File: src/rtl/wca_pkg.sv
// wca_pkg: shared types, defaults and helpers for width_change_arb and its round-robin picker.
package wca_pkg;

    localparam int DEF_BYTES_PER_GROUP  = 3;
    localparam int DEF_GROUPS_PER_GRANT = 2;

    typedef enum logic [1:0] {IDLE = 2'd0, GRANT = 2'd1, PAD = 2'd2} state_e;

    function automatic int clog2(input int v);
        int r;
        r = 0;
        while ((1 << r) < v) r++;
        return r;
    endfunction

    // Scans downward so the smallest offset after 'last' wins; offset n is 'last' itself,
    // which lets a lone active requester be regranted.
    function automatic logic [2:0] rr_pick(input logic [7:0] req, input logic [2:0] last, input int n);
        logic [2:0] pick;
        int idx;
        pick = last;
        for (int i = n; i >= 1; i--) begin
            idx = (int'(last) + i) % n;
            if (req[3'(idx)]) pick = 3'(idx);
        end
        return pick;
    endfunction

endpackage

File: src/rtl/width_change_arb_if.sv
// width_change_arb_if: requester-side handshake and converter-side byte stream of width_change_arb.
interface width_change_arb_if
    import wca_pkg::*;
#(
    parameter int NREQ   = 4,
    parameter int AWIDTH = 8,
    parameter int IW     = clog2(NREQ)
);
    logic [NREQ-1:0]        s_vld;
    logic [NREQ*AWIDTH-1:0] s_data;
    logic [NREQ-1:0]        s_rdy;
    logic                   m_vld;
    logic [AWIDTH-1:0]      m_data;
    logic [IW-1:0]          grant_id;
    logic                   busy;
    logic [7:0]             pad_cnt;

    modport master (output s_vld, s_data, input s_rdy, m_vld, m_data, grant_id, busy, pad_cnt);
    modport slave  (input s_vld, s_data, output s_rdy, m_vld, m_data, grant_id, busy, pad_cnt);
endinterface

File: src/rtl/wca_rr_picker.sv
// wca_rr_picker: combinational round-robin search for the first request after 'last', with wrap.
module wca_rr_picker
    import wca_pkg::*;
#(
    parameter int N  = 4,
    parameter int IW = clog2(N)
) (
    input  logic [N-1:0]  req,
    input  logic [IW-1:0] last,
    output logic [IW-1:0] pick
);
    always_comb pick = IW'(rr_pick(8'(req), 3'(last), N));
endmodule

File: src/rtl/width_change_arb.sv
// width_change_arb: round-robin arbiter feeding a shared 8->12 converter in whole alignment groups.
// Define WCA_PAD_EN to zero-pad a group whose requester stalls for TIMEOUT cycles.
module width_change_arb
    import wca_pkg::*;
#(
    parameter int NREQ             = 4,
    parameter int AWIDTH           = 8,
    parameter int BYTES_PER_GROUP  = DEF_BYTES_PER_GROUP,
    parameter int GROUPS_PER_GRANT = DEF_GROUPS_PER_GRANT,
    parameter int TIMEOUT          = 16
) (
    input logic clk,
    input logic rst_n,
    width_change_arb_if.slave bus
);
    localparam int IW = clog2(NREQ);
    localparam int BW = clog2(BYTES_PER_GROUP + 1);
    localparam int GW = clog2(GROUPS_PER_GRANT + 1);
    localparam logic [1:0] S_IDLE  = IDLE;
    localparam logic [1:0] S_GRANT = GRANT;
    localparam logic [1:0] S_PAD   = PAD;

    if (NREQ < 2 || NREQ > 8 || BYTES_PER_GROUP < 2 || GROUPS_PER_GRANT < 1 || TIMEOUT < 1) begin : g_bad_param
        $error("width_change_arb: parameter out of range");
    end

    logic [1:0]        state;
    logic [IW-1:0]     grant_id;
    logic [IW-1:0]     pick;
    logic [BW-1:0]     byte_cnt;
    logic [GW-1:0]     grp_cnt;
    logic              m_vld;
    logic [AWIDTH-1:0] m_data;
    logic [AWIDTH-1:0] cur;
    logic              xfer;
    logic              grp_end;
    logic              last_grp;
    logic              pad;
    logic              timeout;

    wca_rr_picker #(.N(NREQ)) u_pick (.req(bus.s_vld), .last(grant_id), .pick(pick));

    assign xfer     = state == S_GRANT && bus.s_vld[grant_id];
    assign cur      = bus.s_data[int'(grant_id)*AWIDTH +: AWIDTH];
    assign grp_end  = byte_cnt == BW'(BYTES_PER_GROUP - 1);
    assign last_grp = grp_cnt == GW'(GROUPS_PER_GRANT - 1);
    assign pad      = state == S_PAD;

    assign bus.s_rdy    = (state == S_GRANT) ? (NREQ'(1) << grant_id) : '0;
    assign bus.m_vld    = m_vld;
    assign bus.m_data   = m_data;
    assign bus.grant_id = grant_id;
    assign bus.busy     = state == S_GRANT;

`ifdef WCA_PAD_EN
    localparam int SW = clog2(TIMEOUT + 1);
    logic [SW-1:0] stall_cnt;
    logic [7:0]    pad_cnt;
    logic          stall;

    assign stall       = state == S_GRANT && !xfer && byte_cnt != '0;
    assign timeout     = stall && stall_cnt == SW'(TIMEOUT - 1);
    assign bus.pad_cnt = pad_cnt;

    always_ff @(posedge clk or negedge rst_n) begin
        if (!rst_n) begin
            stall_cnt <= '0;
            pad_cnt   <= '0;
        end else begin
            stall_cnt <= (stall && !timeout) ? stall_cnt + 1'b1 : '0;
            if (pad && grp_end && pad_cnt != 8'hff) pad_cnt <= pad_cnt + 8'd1;
        end
    end
`else
    assign timeout     = 1'b0;
    assign bus.pad_cnt = '0;
`endif

    always_ff @(posedge clk or negedge rst_n) begin
        if (!rst_n) begin
            state    <= S_IDLE;
            grant_id <= IW'(NREQ - 1);
            byte_cnt <= '0;
            grp_cnt  <= '0;
            m_vld    <= 1'b0;
            m_data   <= '0;
        end else begin
            m_vld <= xfer || pad;
            if (xfer || pad) m_data <= pad ? '0 : cur;
            case (state)
                S_IDLE:
                    if (|bus.s_vld) begin
                        grant_id <= pick;
                        state    <= S_GRANT;
                    end
                S_GRANT:
                    if (xfer) begin
                        byte_cnt <= grp_end ? '0 : byte_cnt + 1'b1;
                        if (grp_end) begin
                            grp_cnt <= last_grp ? '0 : grp_cnt + 1'b1;
                            if (last_grp) state <= S_IDLE;
                        end
                    end else if (byte_cnt == '0) begin
                        grp_cnt <= '0;
                        state   <= S_IDLE;
                    end else if (timeout) begin
                        state <= S_PAD;
                    end
                // Pad bytes finish the open group; the grant is released regardless of groups left.
                S_PAD: begin
                    byte_cnt <= grp_end ? '0 : byte_cnt + 1'b1;
                    if (grp_end) begin
                        grp_cnt <= '0;
                        state   <= S_IDLE;
                    end
                end
                default: state <= S_IDLE;
            endcase
        end
    end
endmodule

File: src/flat_wrapper.sv
// flat-port wrapper written by rule: the top's interface ports become plain ports
module width_change_arb_flat import wca_pkg::*;
#(
    parameter int NREQ             = 4,
    parameter int AWIDTH           = 8,
    parameter int BYTES_PER_GROUP  = DEF_BYTES_PER_GROUP,
    parameter int GROUPS_PER_GRANT = DEF_GROUPS_PER_GRANT,
    parameter int TIMEOUT          = 16
)
  (clk, rst_n, bus_s_vld, bus_s_data, bus_s_rdy, bus_m_vld, bus_m_data, bus_grant_id, bus_busy, bus_pad_cnt);
  width_change_arb_if #(.NREQ(NREQ), .AWIDTH(AWIDTH)) bus_i ();
  input logic clk;
  input logic rst_n;
  input wire logic [$bits(bus_i.s_vld)-1:0] bus_s_vld;
  input wire logic [$bits(bus_i.s_data)-1:0] bus_s_data;
  output wire logic [$bits(bus_i.s_rdy)-1:0] bus_s_rdy;
  output wire logic [$bits(bus_i.m_vld)-1:0] bus_m_vld;
  output wire logic [$bits(bus_i.m_data)-1:0] bus_m_data;
  output wire logic [$bits(bus_i.grant_id)-1:0] bus_grant_id;
  output wire logic [$bits(bus_i.busy)-1:0] bus_busy;
  output wire logic [$bits(bus_i.pad_cnt)-1:0] bus_pad_cnt;
  assign bus_i.s_vld = bus_s_vld;
  assign bus_i.s_data = bus_s_data;
  assign bus_s_rdy = bus_i.s_rdy;
  assign bus_m_vld = bus_i.m_vld;
  assign bus_m_data = bus_i.m_data;
  assign bus_grant_id = bus_i.grant_id;
  assign bus_busy = bus_i.busy;
  assign bus_pad_cnt = bus_i.pad_cnt;
  width_change_arb #(.NREQ(NREQ), .AWIDTH(AWIDTH), .BYTES_PER_GROUP(BYTES_PER_GROUP), .GROUPS_PER_GRANT(GROUPS_PER_GRANT), .TIMEOUT(TIMEOUT)) u_core (.clk(clk), .rst_n(rst_n), .bus(bus_i));
endmodule
File: config.mk
export PLATFORM = sky130hd
export DESIGN_NAME = width_change_arb_flat
export DESIGN_NICKNAME = d
export VERILOG_FILES = /design/src/rtl/wca_pkg.sv /design/src/rtl/width_change_arb_if.sv /design/src/rtl/wca_rr_picker.sv /design/src/rtl/width_change_arb.sv /design/src/flat_wrapper.sv
export SDC_FILE = /design/constraint.sdc
export NUM_CORES = 1
export LEC_CHECK = 0
export ABC_CLOCK_PERIOD_IN_PS = 2430
export BUFFER_PORTS_ARGS = -buffer_cell sky130_fd_sc_hd__buf_2
export CORE_MARGIN = 2
export CORE_UTILIZATION = 44
export DETAILED_ROUTE_END_ITERATION = 10
export PLACE_DENSITY = 0.75
export SETUP_SLACK_MARGIN = 0.05
export SLEW_MARGIN = 20
export SYNTH_ARGS = -nofsm -noshare
export SYNTH_HDL_FRONTEND = slang
export SYNTH_HIERARCHICAL = 1
export SYNTH_SLANG_ARGS = --single-unit
export TNS_END_PERCENT = 20
File: constraint.sdc
create_clock -name clk -period 2.43 [get_ports clk]
set_clock_uncertainty 0.1 [all_clocks]
set_input_delay 0.3645 -clock clk [delete_from_list [all_inputs] [get_ports clk]]
set_output_delay 0.3645 -clock clk [all_outputs]
set_load 0.01 [all_outputs]
=== Word-level counts from Yosys, hierarchy flattened ===
Index checks and enable logic that the tools add are counted.

* Register bits: 17
* Bits of input ports: 38
* Output and inout port bits: 24
* Word-level logic and storage cells: 82

* $add $sub $neg: 6
* Magnitude comparators: 5
* Eq/ne operators: 10
* Shifts and indexed selects: 2
* Multiplexer cells: 34
* Bitwise gates (word level): 4
* Reduce and logical (&&, ||, !) cells: 15

{| class="wikitable"
|+ Operators by type and width
! cell !! count
|-
| 32-bit by 6-bit indexed part select with 8-bit output || 1
|-
| 2-bit two-way mux || 15
|-
| 3-bit by 5-bit < comparator with 1-bit output, second input constant || 4
|-
| 1-bit binary-select mux with 3-bit select || 4
|-
| 1-bit two-way mux || 9
|-
| 2-bit by 1-bit adder with 2-bit output, second input constant || 4
|-
| 8-bit two-way mux || 1
|-
| 2-bit one-hot mux with 2 select lines || 2
|-
| 2-bit OR reduction || 4
|-
| 2-bit by 1-bit != test with 1-bit output, second input constant || 3
|-
| 3-bit != test, second input constant || 2
|-
| 2-bit one-hot mux with 3 select lines || 1
|-
| 5-bit AND reduction || 1
|-
| 2-bit adder, second input constant || 2
|-
| 1-bit AND, first input constant || 4
|-
| 2-bit by 1-bit == test with 1-bit output, second input constant || 2
|-
| 2-bit == test, second input constant || 2
|-
| 2-bit logical NOT || 2
|-
| 4-bit two-way mux || 1
|-
| 4-bit AND reduction || 1
|-
| 4-bit nonzero test || 1
|-
| 4-bit OR reduction || 1
|-
| 1-bit by 2-bit left shift with 4-bit output, first input constant || 1
|-
| 2-bit by 3-bit < comparator with 1-bit output, second input constant || 1
|-
| 7 further kinds || 7
|}

=== Longest topological paths before layout ===
Gate-level depths: netlist (run 1).

* Word-level depth: 10
* Mapped depth: 5
* Depth with buffers taken out: 4

=== Hierarchy ===
The synthesis (run 1) kept the hierarchy.

{| class="wikitable"
|+ Modules (own cells, without submodules)
! module !! instances !! cells each !! area each (um2) !! sequential area each (um2)
|-
| width_change_arb || 1 || 74 || 1,043.5 || 402.9
|-
| wca_rr_picker || 1 || 13 || 75.1 || 0.0
|}

=== Least setup slack after synthesis (run 1) ===
Ideal clock, no wire load.

* Path type: reg2reg
* Start point: reg u_core.grant_id[0] (netlist: u_core/bus.grant_id[0])
* End point: reg u_core.m_data[1] (netlist: u_core/bus.m_data[1])
* Setup time: 0.125 ns
* Arrival: 1.800 ns
* Data required time: 2.205 ns
* Setup slack: 0.405 ns
* Cell stages (with the launch flop): 6
* Buffers on the path: 2
* Clock period less this slack: 2.025 ns
* Cell sequence: dfstp_2 > buf_6 > mux4_2 > nand2_4 > buf_12 > mux2_4

* Word-level cells in the longest chain between the ends: 4
* Elaborated cells between the ends (all ways): 6
* Classes of those cells: 1 x shift; 3 x mux; 2 x reduce/logical

{| class="wikitable"
|+ RTL lines
! what !! line !! RTL
|-
| start, declared || width_change_arb.sv:28 || <nowiki>logic [IW-1:0] grant_id;</nowiki>
|-
| start signal, assigned || width_change_arb.sv:82 || <nowiki>grant_id <= IW'(NREQ - 1);</nowiki>
|-
| start signal, assigned || width_change_arb.sv:93 || <nowiki>grant_id <= pick;</nowiki>
|-
| branches (longest 4 deep; another with 32-bit by 6-bit indexed part select with 8-bit output) || -- ||
|-
| end signal, assigned || width_change_arb.sv:89 || <nowiki>if (xfer || pad) m_data <= pad ? '0 : cur;</nowiki>
|-
| end, declared || width_change_arb.sv:33 || <nowiki>logic [AWIDTH-1:0] m_data;</nowiki>
|}

Parallel ways; which one is timed is not known. The select of a mux whose other input is x is not followed.
A chain may end at the register's enable or synchronous reset.

=== Worst setup path after layout (run 1) ===
* Start point: reg u_core.grant_id[1] (netlist: u_core/bus.grant_id[1])
* End point: reg u_core.m_data[0] (netlist: u_core/bus.m_data[0])

The elaborated chain is that of the path after synthesis.

==> impl_metrics.json, run 1 <==
{
  "status": "complete, no violations",
  "grt_use_total_pct": 17.18,
  "cp.required_ns": 2.51,
  "switchingPower_mw": 0.6523,
  "synth_mux_area_share_pct": 36.47,
  "fin_hold_ws_ns": 0.3647,
  "worstPathArrival_ns": 2.15,
  "core.rowCount": 18,
  "startpoint": "u_core/bus.grant_id[1]",
  "drt_iter0_markers": 17,
  "post-route-min-period_ns": 2.065,
  "nFillCells": 215,
  "finalSetupTns_ns": 0,
  "hold_violations": 0,
  "antenna_found_initial": 0,
  "ys_seq_area_share_pct": 36.02,
  "drc": 0,
  "grt_start_max_net_pins": 23,
  "cts-root-buf": "clkbuf_4",
  "vias_per_cell": 5.058,
  "cts_buffers": 3,
  "end_kind": "flip-flop",
  "max-vdd-ir-drop_mv": 0.8796,
  "yosys.area_share.simple_pct": 10.29,
  "rsz0062_at_grt": "false",
  "critical_path_class": "flip-flop to flip-flop",
  "regToRegStartpoint": "u_core/bus.grant_id[1]",
  "cp-endpoint": "u_core/bus.m_data[0]",
  "intPower_mw": 1.077,
  "p_per_area_nw_per_um2": 1234,
  "num_vias": 865,
  "power_frac_clock_pct": 10.3,
  "timing.final.crit_share_pct": 84.99,
  "synth-xor-area-share_pct": 0,
  "drive_gt1_share_pct": 55.32,
  "io_pins": 62,
  "synth_top_family_by_area": "multiplexers",
  "syn_to_final_growth_pct": 25.28,
  "sequentialPowerShare_pct": 32.8,
  "diodes": 0,
  "r2r_slack_ns": 0.36,
  "ys_types": 34,
  "antenna_left": 0,
  "synth_fa_ha_area_share_pct": 0,
  "cp-start-kind": "flip-flop",
  "hold_path.class": "input pin to flip-flop",
  "yosys_warnings": 6,
  "cts.clk_slew.worst_paths_ns": 0.10,
  "p_sw_share_pct": 37.71,
  "max_freq_mhz": 484.2,
  "wl_per_cell_um": 14.50,
  "r2r_end": "u_core/bus.m_data[0]",
  "ctsHtreeMaxLevel": 1,
  "cts_tree": "built",
  "syn_inst": 87,
  "firstDrtPassIters": 4,
  "syn_avg_cell_area_um2": 12.86,
  "comb_power_share_pct": 56.9,
  "maxSlewViolCount": 0,
  "fin_nets": 180,
  "grt-ovfl-total": 0,
  "insertion_delay_ns": 0.29,
  "fp.dieArea_um2": 2962,
  "die_w_um": 54.42,
  "finalSetupViolations": 0,
  "cts_max_path_buffers": 2,
  "grt_pass1_vias": 812,
  "r2r_cells": 3,
  "wl_um": 2480,
  "die_h_um": 54.42,
  "synth_seq_cells": 16,
  "hpwl_um": 1917,
  "stdcell_area_um2": 1401,
  "start_util_pct": 45.99,
  "place_area_um2": 1355,
  "grt_first_pass_wirelength_um": 3581,
  "core-area_um2": 2432,
  "synth_area_um2": 1119,
  "cts_sinks": 16,
  "synth-compound-area-share_pct": 6.264,
  "max_cap_violations": 0,
  "leakage_nw": 0.7364,
  "critPathMaxFanout": 22,
  "cts-resized-gates": 0,
  "port_buffers": 53,
  "place.gp.congestion": 0.7886
}
[power by group through the flow]
stage	clock network (mW)	registers [mW]	logic, mW
6_report	0.178	0.568	0.984
5_1_grt	0.197	0.590	1.06
4_1_cts	0.183	0.565	0.992
3_5_place_dp	0	0.569	0.993
3_3_place_gp	0	0.559	0.960
2_1_floorplan	0	0.568	0.772
[registers in the layout (all words and copies together) (netlist names)]
register,count
u_core/bus.m_data,8
u_core/bus.grant_id,2
u_core/byte_cnt,2
u_core/grp_cnt,2
u_core/bus.m_vld,1
u_core/state,1
[layout make-up]
class                      count  area (µm²)  area share (%)
multi-input combinational     61       623.1           44.46
sequential                    16       402.9           28.75
timing repair buffer          55       282.8           20.18
tap                           30       37.54           2.679
clock buffer                   4       36.28           2.589
inverter                       5       18.77           1.339
[Yosys cell counts]
master,n,area share (%)
a22o_1,1,0.78
nand2b_1,2,1.1
clkbuf_1,1,0.34
a31oi_1,1,0.56
a21boi_0,1,0.67
nor3_1,1,0.45
nor3b_1,1,0.67
and3b_1,2,1.6
buf_6,1,1.0
mux2_4,8,11
buf_2,1,0.45
o31a_1,1,0.78
conb_1,1,0.34
and3_1,1,0.56
nor2_1,4,1.3
a21o_1,1,0.67
dfstp_2,2,4.7
mux4_1,3,7.0
mux2i_1,4,3.6
a21oi_1,2,0.89
a221o_1,1,0.89
mux4_2,6,12
buf_12,1,1.8
o22ai_1,1,0.56
mux2_2,3,3.0
nand2_4,1,1.0
inv_1,5,1.7
nor4bb_1,1,0.89
buf_4,8,5.4
dfrtp_1,14,31
o21ai_0,1,0.45
nand2_1,3,1.0
nor4_1,1,0.56
nor2b_1,2,1.1
[through the flow]
| step | power, mW | setup slack, ns | utilization (%) | std cells |
|---|---|---|---|---|
| CTS | 1.741 | 0.3617 | 57.61 | 171 |
| finish | 1.730 | 0.3647 | 57.61 | 171 |
| global route | 1.850 | 0.2908 | 57.61 | 171 |
| floorplan | 1.340 | 0.4048 | - | 94 |
| detailed placement | 1.562 | 0.3777 | 55.71 | 166 |
| global placement | 1.519 | 0.4352 | 55.71 | 166 |
[worst max-delay path, stage by stage, from the launching register on]
cell and delay, ns:
dfstp_2 0.80, mux4_2 0.46, nand2_4 0.23, mux2_2 0.35
[layout by cell type (no fill, tap or decap), types with 3 or more instances in the layout]
cell	instances
conb_1	8
mux4_2	6
mux2_2	3
buf_2	53
inv_1	5
dfrtp_1	14
mux2i_1	4
mux4_1	3
nor2_1	4
clkbuf_4	3
mux2_4	8
nand2_1	3
[worst min-delay path by stage]
stage / to / startpoint / depth (start not counted) / slack [ns]
global placement: u_core/byte_cnt[0] / rst_n / 1 / 0.19
finish: u_core/state[0] / bus_s_vld[2] / 4 / 0.36
CTS: u_core/state[0] / bus_s_vld[2] / 4 / 0.36
global route: u_core/state[0] / bus_s_vld[2] / 4 / 0.38
detailed placement: u_core/bus.m_data[7] / rst_n / 1 / 0.19
floorplan: u_core/bus.m_data[0] / rst_n / 0 / -0.03
[routing by layer]
layer  up-vias  share of wire (%)  GRT usage [%]
met3         4                4.5          5.738
met5         -                  0              0
met2        25                 52          28.71
met4         0                1.5          5.000
li1        415                  -              -
met1       421                 42          20.97
[cells by family after synthesis]
logic type      Yosys count
other cells               1
compound gates           10
simple gates             19
mux                      24
flops                    16
buf+inv                  17
[timing repair]
item | in CTS | in global routing
hold endpoints to repair | 14 | 0
buffers inserted | 0 | 0
hold buffers | 1 | 0
Note: power is estimated with default switching activity, not from simulation.
==> run 2: changes to the inputs <==
ABC_AREA = 1   (was default)
ABC_CLOCK_PERIOD_IN_PS = 1800   (was 2430)
CORE_UTILIZATION = 40   (was 44)
PLACE_DENSITY = 0.71   (was 0.75)
clock period = 1.8 ns   (was 2.43 ns; I/O delays follow)
==> run 2 against run 1 <==
Net effect: worst hold slack lost 0.21 ns; critical endpoint is now bus_s_rdy[3]; sequential share of layout area shrank 2.8 points; core utilization shrank 1.5 points; cell area grew 11%; via count grew 53%; highest routed layer is now met3; routed wire length grew 26%; sequential power grew 17%; cell count grew 60%; register-to-register slack lost 0.23 ns; clock power grew 32%; combinational power grew 84%.
==> impl_metrics.json, run 2 <==
{
  "critPathMaxFanout": 6,
  "die_h_um": 58.40,
  "nFillCells": 297,
  "ctsHtreeMaxLevel": 1,
  "synth.most_common_cell": "nand2_1",
  "place_inst": 262,
  "worstPathArrival_ns": 1.34,
  "drive_gt1_share_pct": 35.95,
  "grt_first_pass_wirelength_um": 4809,
  "regToRegStartpoint": "u_core/bus.grant_id[0]",
  "cp.required_ns": 1.43,
  "yosys.area_share.simple_pct": 39.01,
  "yosys_warnings": 6,
  "grt_use_total_pct": 18.09,
  "grt-ovfl-total": 0,
  "ys_types": 22,
  "hold_violations": 0,
  "status": "complete, no violations",
  "r2r_slack_ns": 0.13,
  "synth_area_leaders": "dfrtp_1 30%, nand2_1 22%, nand3_1 9.3%",
  "slowest_stage": "dfstp_2",
  "finalSetupViolations": 0,
  "cts_buffers": 3,
  "wl_per_cell_um": 11.46,
  "max-slew-margin-rel_pct": 64.55,
  "cp-endpoint": "bus_s_rdy[3]",
  "io_pins": 62,
  "vias_per_cell": 4.835,
  "core-area_um2": 2781,
  "firstDrtPassIters": 4,
  "final_cell_mix": "65 x nand2_1, 53 x buf_2, 22 x nand3_1",
  "antenna_left": 0,
  "start_util_pct": 42.56,
  "top_register": "u_core/bus.m_data",
  "synth_common_cells": "68 x nand2_1, 22 x nand3_1, 14 x dfrtp_1",
  "syn_inst": 180,
  "instances_no_fill": 273,
  "synth_fa_ha_area_share_pct": 0,
  "regArea_um2": 404.1,
  "synthFlopType": "dfrtp_1",
  "r2r_cells": 12,
  "yosys.area.top_type_share_pct": 29.60,
  "cp-start-kind": "flip-flop",
  "cts.clk_slew.worst_paths_ns": 0.10,
  "grt_pass1_vias": 1132,
  "maxSlewViolCount": 0,
  "drc": 0,
  "num_vias": 1320,
  "max_cap_violations": 0,
  "cts_max_path_buffers": 2,
  "yosys.area.top_type": "dfrtp_1",
  "syn_to_final_growth_pct": 31.82,
  "synth_mux_area_share_pct": 0,
  "final_util_pct": 56.10,
  "die_w_um": 58.40,
  "core.rowCount": 19,
  "crit_path_max_incr_delay_ns": 0.59,
  "largest_reg_flops": 8,
  "max-vdd-ir-drop_mv": 1.022,
  "diodes": 0,
  "fp.dieArea_um2": 3410,
  "synth_seq_cells": 16,
  "fin_nets": 281,
  "startpoint": "u_core/bus.grant_id[0]",
  "rsz0062_at_grt": "true",
  "port_buffers": 53,
  "worst_pin_slew_ns": 0.5298,
  "insertion_delay_ns": 0.28,
  "cts_tree": "built",
  "r2r_end": "u_core/bus.grant_id[0]",
  "synth-async-reset-ratio_pct": 100.0,
  "layout_commonest_cell": "nand2_1",
  "synth_top_family_by_area": "simple AND/OR/NAND/NOR gates",
  "synth-compound-area-share_pct": 12.26,
  "hpwl_um": 2439,
  "end_kind": "primary output",
  "syn_avg_cell_area_um2": 6.576,
  "max_freq_mhz": 585.4,
  "grt_start_max_net_pins": 21,
  "hold_path.class": "input pin to flip-flop",
  "multi_input_area_um2": 656.9,
  "finalWorstSetupSlack_ns": 0.09164,
  "cts-root-buf": "clkbuf_4",
  "cts_sinks": 16,
  "leakage_nw": 0.9000,
  "place.gp.congestion": 0.8848,
  "dp_slack_ns": 0.09038,
  "power.total_mw": 2.706,
  "post-route-min-period_ns": 1.708,
  "drt_iter0_markers": 51,
  "synth_area_um2": 1184,
  "synth-xor-area-share_pct": 0,
  "antenna_found_initial": 0,
  "ys_seq_area_share_pct": 34.04,
  "p_per_area_nw_per_um2": 1734,
  "critical_path_class": "flip-flop to primary output",
  "wl_um": 3128,
  "timing.final.crit_share_pct": 94.91,
  "synth_edf_count": 0,
  "crit_chain": "buf_6, nand2_1, nor2_1, buf_2"
}
[run 2: area by class of cell]
| cell class | instances | area share (%) |
|---|---|---|
| Inverter | 18 | 4.651 |
| Multi-Input combinational cell | 141 | 42.10 |
| Sequential cell | 16 | 25.90 |
| Clock buffer | 4 | 2.326 |
| Timing Repair Buffer | 63 | 22.53 |
| Tap cell | 31 | 2.486 |
[run 2: worst max-delay path, delay by kind of cell (launching register included)]
family	cells	cell delay [ns]
buf+inv	2	0.28
simple gates	2	0.18
flops	1	0.59
[run 2: logic make-up (layout without fill, tap and decap cells)]
family / after synthesis / after routing
other cells: 1 / 8
flops: 16 / 16
compound gates: 25 / 25
simple gates: 108 / 108
buf+inv: 30 / 85
[run 2: worst min-delay path by stage]
stage | from | endpoint | slack, ns | cells past startpoint
2_1_floorplan | rst_n | u_core/bus.m_data[0] | -0.13 | 0
3_3_place_gp | rst_n | u_core/grp_cnt[1] | 0.1 | 1
3_5_place_dp | rst_n | u_core/byte_cnt[1] | 0.11 | 1
4_1_cts | bus_s_data[21] | u_core/bus.m_data[5] | 0.15 | 3
5_1_grt | bus_s_data[18] | u_core/bus.m_data[2] | 0.17 | 3
6_report | bus_s_data[21] | u_core/bus.m_data[5] | 0.16 | 3
[run 2: report_power, final]
group,switching [mW],internal (mW)
registers,0.125,0.540
logic,1.10,0.702
clock network,0.112,0.123
[run 2: per-stage QoR]
| step | setup TNS [ns] | cell area [µm²] | hold WS (ns) |
|---|---|---|---|
| detailed placement | 0 | 1439 | 0.1076 |
| CTS | 0 | 1498 | 0.1509 |
| finish | 0 | 1560 | 0.1565 |
| floorplan | 0 | 1210 | -0.1256 |
| global route | -0.01283 | 1560 | 0.1657 |
| global placement | 0 | 1439 | 0.09964 |
[run 2: what timing repair did]
action	in CTS	in global routing
setup endpoints to repair	2	16
pin swaps	0	1
buffers inserted	1	5
hold endpoints to repair	14	0
hold buffers	1	0
gates resized for setup	2	8
[run 2: routing by layer]
| layer | GRT usage, % | wire (µm) | vias up |
|---|---|---|---|
| li1 | - | - | 691 |
| met1 | 26.44 | 1464 | 587 |
| met2 | 28.41 | 1508 | 42 |
| met3 | 2.198 | 155 | 0 |
| met4 | 4.319 | 0 | 0 |
| met5 | 0 | 0 | - |
==> run 3: changes to the inputs <==
REMOVE_ABC_BUFFERS = 1   (was default)
==> run 3 against run 2 <==
Net effect: sequential cell count stayed put; critical path depth unchanged; cell area rose by 2.6%; critical endpoint is now bus_s_rdy[0]; power grew 3.8%; critical path type unchanged; register-to-register slack is essentially flat; worst hold slack better by 0.0052 ns; global-route usage shrank 0.35 points; maximum frequency up 0.78%; worst setup slack better by 0.013 ns; cell count is 0.73% higher; clock power is essentially flat.
==> impl_metrics.json, run 3 (same netlist as run 2, synthesis figures left out) <==
{
  "grt_use_total_pct": 17.74,
  "instances_no_fill": 275,
  "max_cap_violations": 0,
  "drt_iter0_markers": 57,
  "fp.dieArea_um2": 3410,
  "cts.clk_slew.worst_paths_ns": 0.09,
  "stdcell_area_um2": 1600,
  "grt_first_pass_wirelength_um": 4809,
  "antenna_found_initial": 0,
  "cpMostUsedCell": "buf_2",
  "critical_path_class": "flip-flop to primary output",
  "hpwl_um": 2301,
  "wl_met1_um": 1401,
  "slowest_stage": "dfstp_2",
  "critPathBufInv": 3,
  "rsz0062_at_grt": "true",
  "post-route-min-period_ns": 1.695,
  "dp_slack_ns": 0.1065,
  "met2_wirelength_um": 1464,
  "cts_tree": "built",
  "power.total_mw": 2.807,
  "die_w_um": 58.40,
  "top_register": "u_core/bus.m_data",
  "cts_max_path_buffers": 2,
  "syn_to_final_growth_pct": 35.20,
  "cpLargestDelayFamily": "flip-flops",
  "max-vdd-ir-drop_mv": 1.494,
  "max_freq_mhz": 589.9,
  "antenna_left": 0,
  "maxSlewViolCount": 0,
  "worstPathArrival_ns": 1.33,
  "leakage_nw": 0.9173,
  "num_vias": 1335,
  "layout_commonest_cell": "nand2_1",
  "final_util_pct": 57.53,
  "cts_buffers": 3,
  "ctsHtreeMaxLevel": 1,
  "wl_met3_um": 144,
  "wl_per_cell_um": 11.15,
  "crit_chain": "buf_2, buf_4, nor3_1, buf_2",
  "firstDrtPassIters": 4,
  "core-area_um2": 2781,
  "port_buffers": 53,
  "place.gp.congestion": 0.8423,
  "insertion_delay_ns": 0.28,
  "start_util_pct": 42.56,
  "p_per_area_nw_per_um2": 1754,
  "cts_sinks": 16,
  "place_area_um2": 1459,
  "grt_pass1_vias": 1135,
  "cp-start-kind": "flip-flop",
  "die_h_um": 58.40,
  "finalWorstSetupSlack_ns": 0.1049,
  "cts-root-buf": "clkbuf_4",
  "io_pins": 62,
  "hold_violations": 0,
  "core.rowCount": 19,
  "critPathMaxFanout": 4,
  "grt-ovfl-total": 0,
  "status": "complete, no violations",
  "vias_per_cell": 4.855,
  "place_inst": 263,
  "largest_reg_flops": 8,
  "crit_path_max_incr_delay_ns": 0.60,
  "wl_um": 3066,
  "final_cell_mix": "64 x nand2_1, 55 x buf_2, 21 x nand3_1",
  "drc": 0,
  "timing.final.crit_share_pct": 94.17,
  "diodes": 0,
  "highest_layer": "met4",
  "drive_gt1_share_pct": 37.70,
  "grt_start_max_net_pins": 17,
  "fin_nets": 283,
  "hold_path.class": "input pin to flip-flop",
  "finalSetupViolations": 0,
  "cp.required_ns": 1.43,
  "end_kind": "primary output"
}
[run 3: layer usage]
layer / vias up / global-route usage [%]
li1: 693 / -
met1: 594 / 24.45
met2: 42 / 28.89
met3: 6 / 2.198
met4: 0 / 5.648
met5: - / 0
[run 3: worst reg2reg max path: cells and delay by family, from the launching register on]
kind	cells	cell delay (ns)
AO/OA/AOI/OAI	2	0.25
buffers and inverters	3	0.25
flip-flops	1	0.60
AND/OR/NAND/NOR	6	0.42
[run 3: worst paths after layout]
| check | from | endpoint | slack, ns | cells past startpoint |
|---|---|---|---|---|
| worst max-delay path | u_core/bus.grant_id[0] | bus_s_rdy[0] | 0.10 | 4 |
| worst min-delay path | bus_s_data[21] | u_core/bus.m_data[5] | 0.16 | 3 |
| worst max register to register | u_core/bus.grant_id[0] | u_core/bus.grant_id[1] | 0.13 | 11 |
| worst min register to register | u_core/grp_cnt[0] | u_core/grp_cnt[0] | 0.38 | 2 |
| max in group asynchronous | rst_n | u_core/bus.grant_id[0] | 0.99 | 2 |
| min in group asynchronous | rst_n | u_core/bus.m_data[4] | 0.32 | 2 |
[run 3: repair_timing]
| action | 4_1_cts | 5_1_grt |
|---|---|---|
| hold buffers | 1 | 0 |
| gates cloned | 0 | 1 |
| hold endpoints to repair | 14 | 0 |
| pin swaps | 0 | 2 |
| setup endpoints to repair | 1 | 12 |
| setup buffers | 2 | 4 |
| resized for setup | 0 | 15 |
[run 3: layout make-up]
cell class              instances  area (µm²)
clock buffers                   4       36.28
well taps                      31       38.79
multi-input cells             141       668.1
fillers                       281        1181
inverters                      18       72.57
flip-flops and latches         16       404.1
repair buffers                 65       380.4
[run 3: where the power goes]
| part | internal (mW) | switching [mW] | leakage (nW) | total [mW] |
|---|---|---|---|---|
| Combinational | 0.780 | 1.13 | 0.698 | 1.91 |
| Sequential | 0.540 | 0.129 | 0.198 | 0.670 |
| Clock | 0.123 | 0.109 | 0.0210 | 0.232 |
| Total | 1.44 | 1.36 | 0.917 | 2.81 |
[run 3: per-stage QoR]
step / TNS [ns] / hold slack, ns
after floorplan: 0 / -0.1256
after global placement: 0 / 0.09935
after detailed placement: 0 / 0.09786
after CTS: 0 / 0.1514
after global routing: -0.02312 / 0.1555
final: 0 / 0.1617
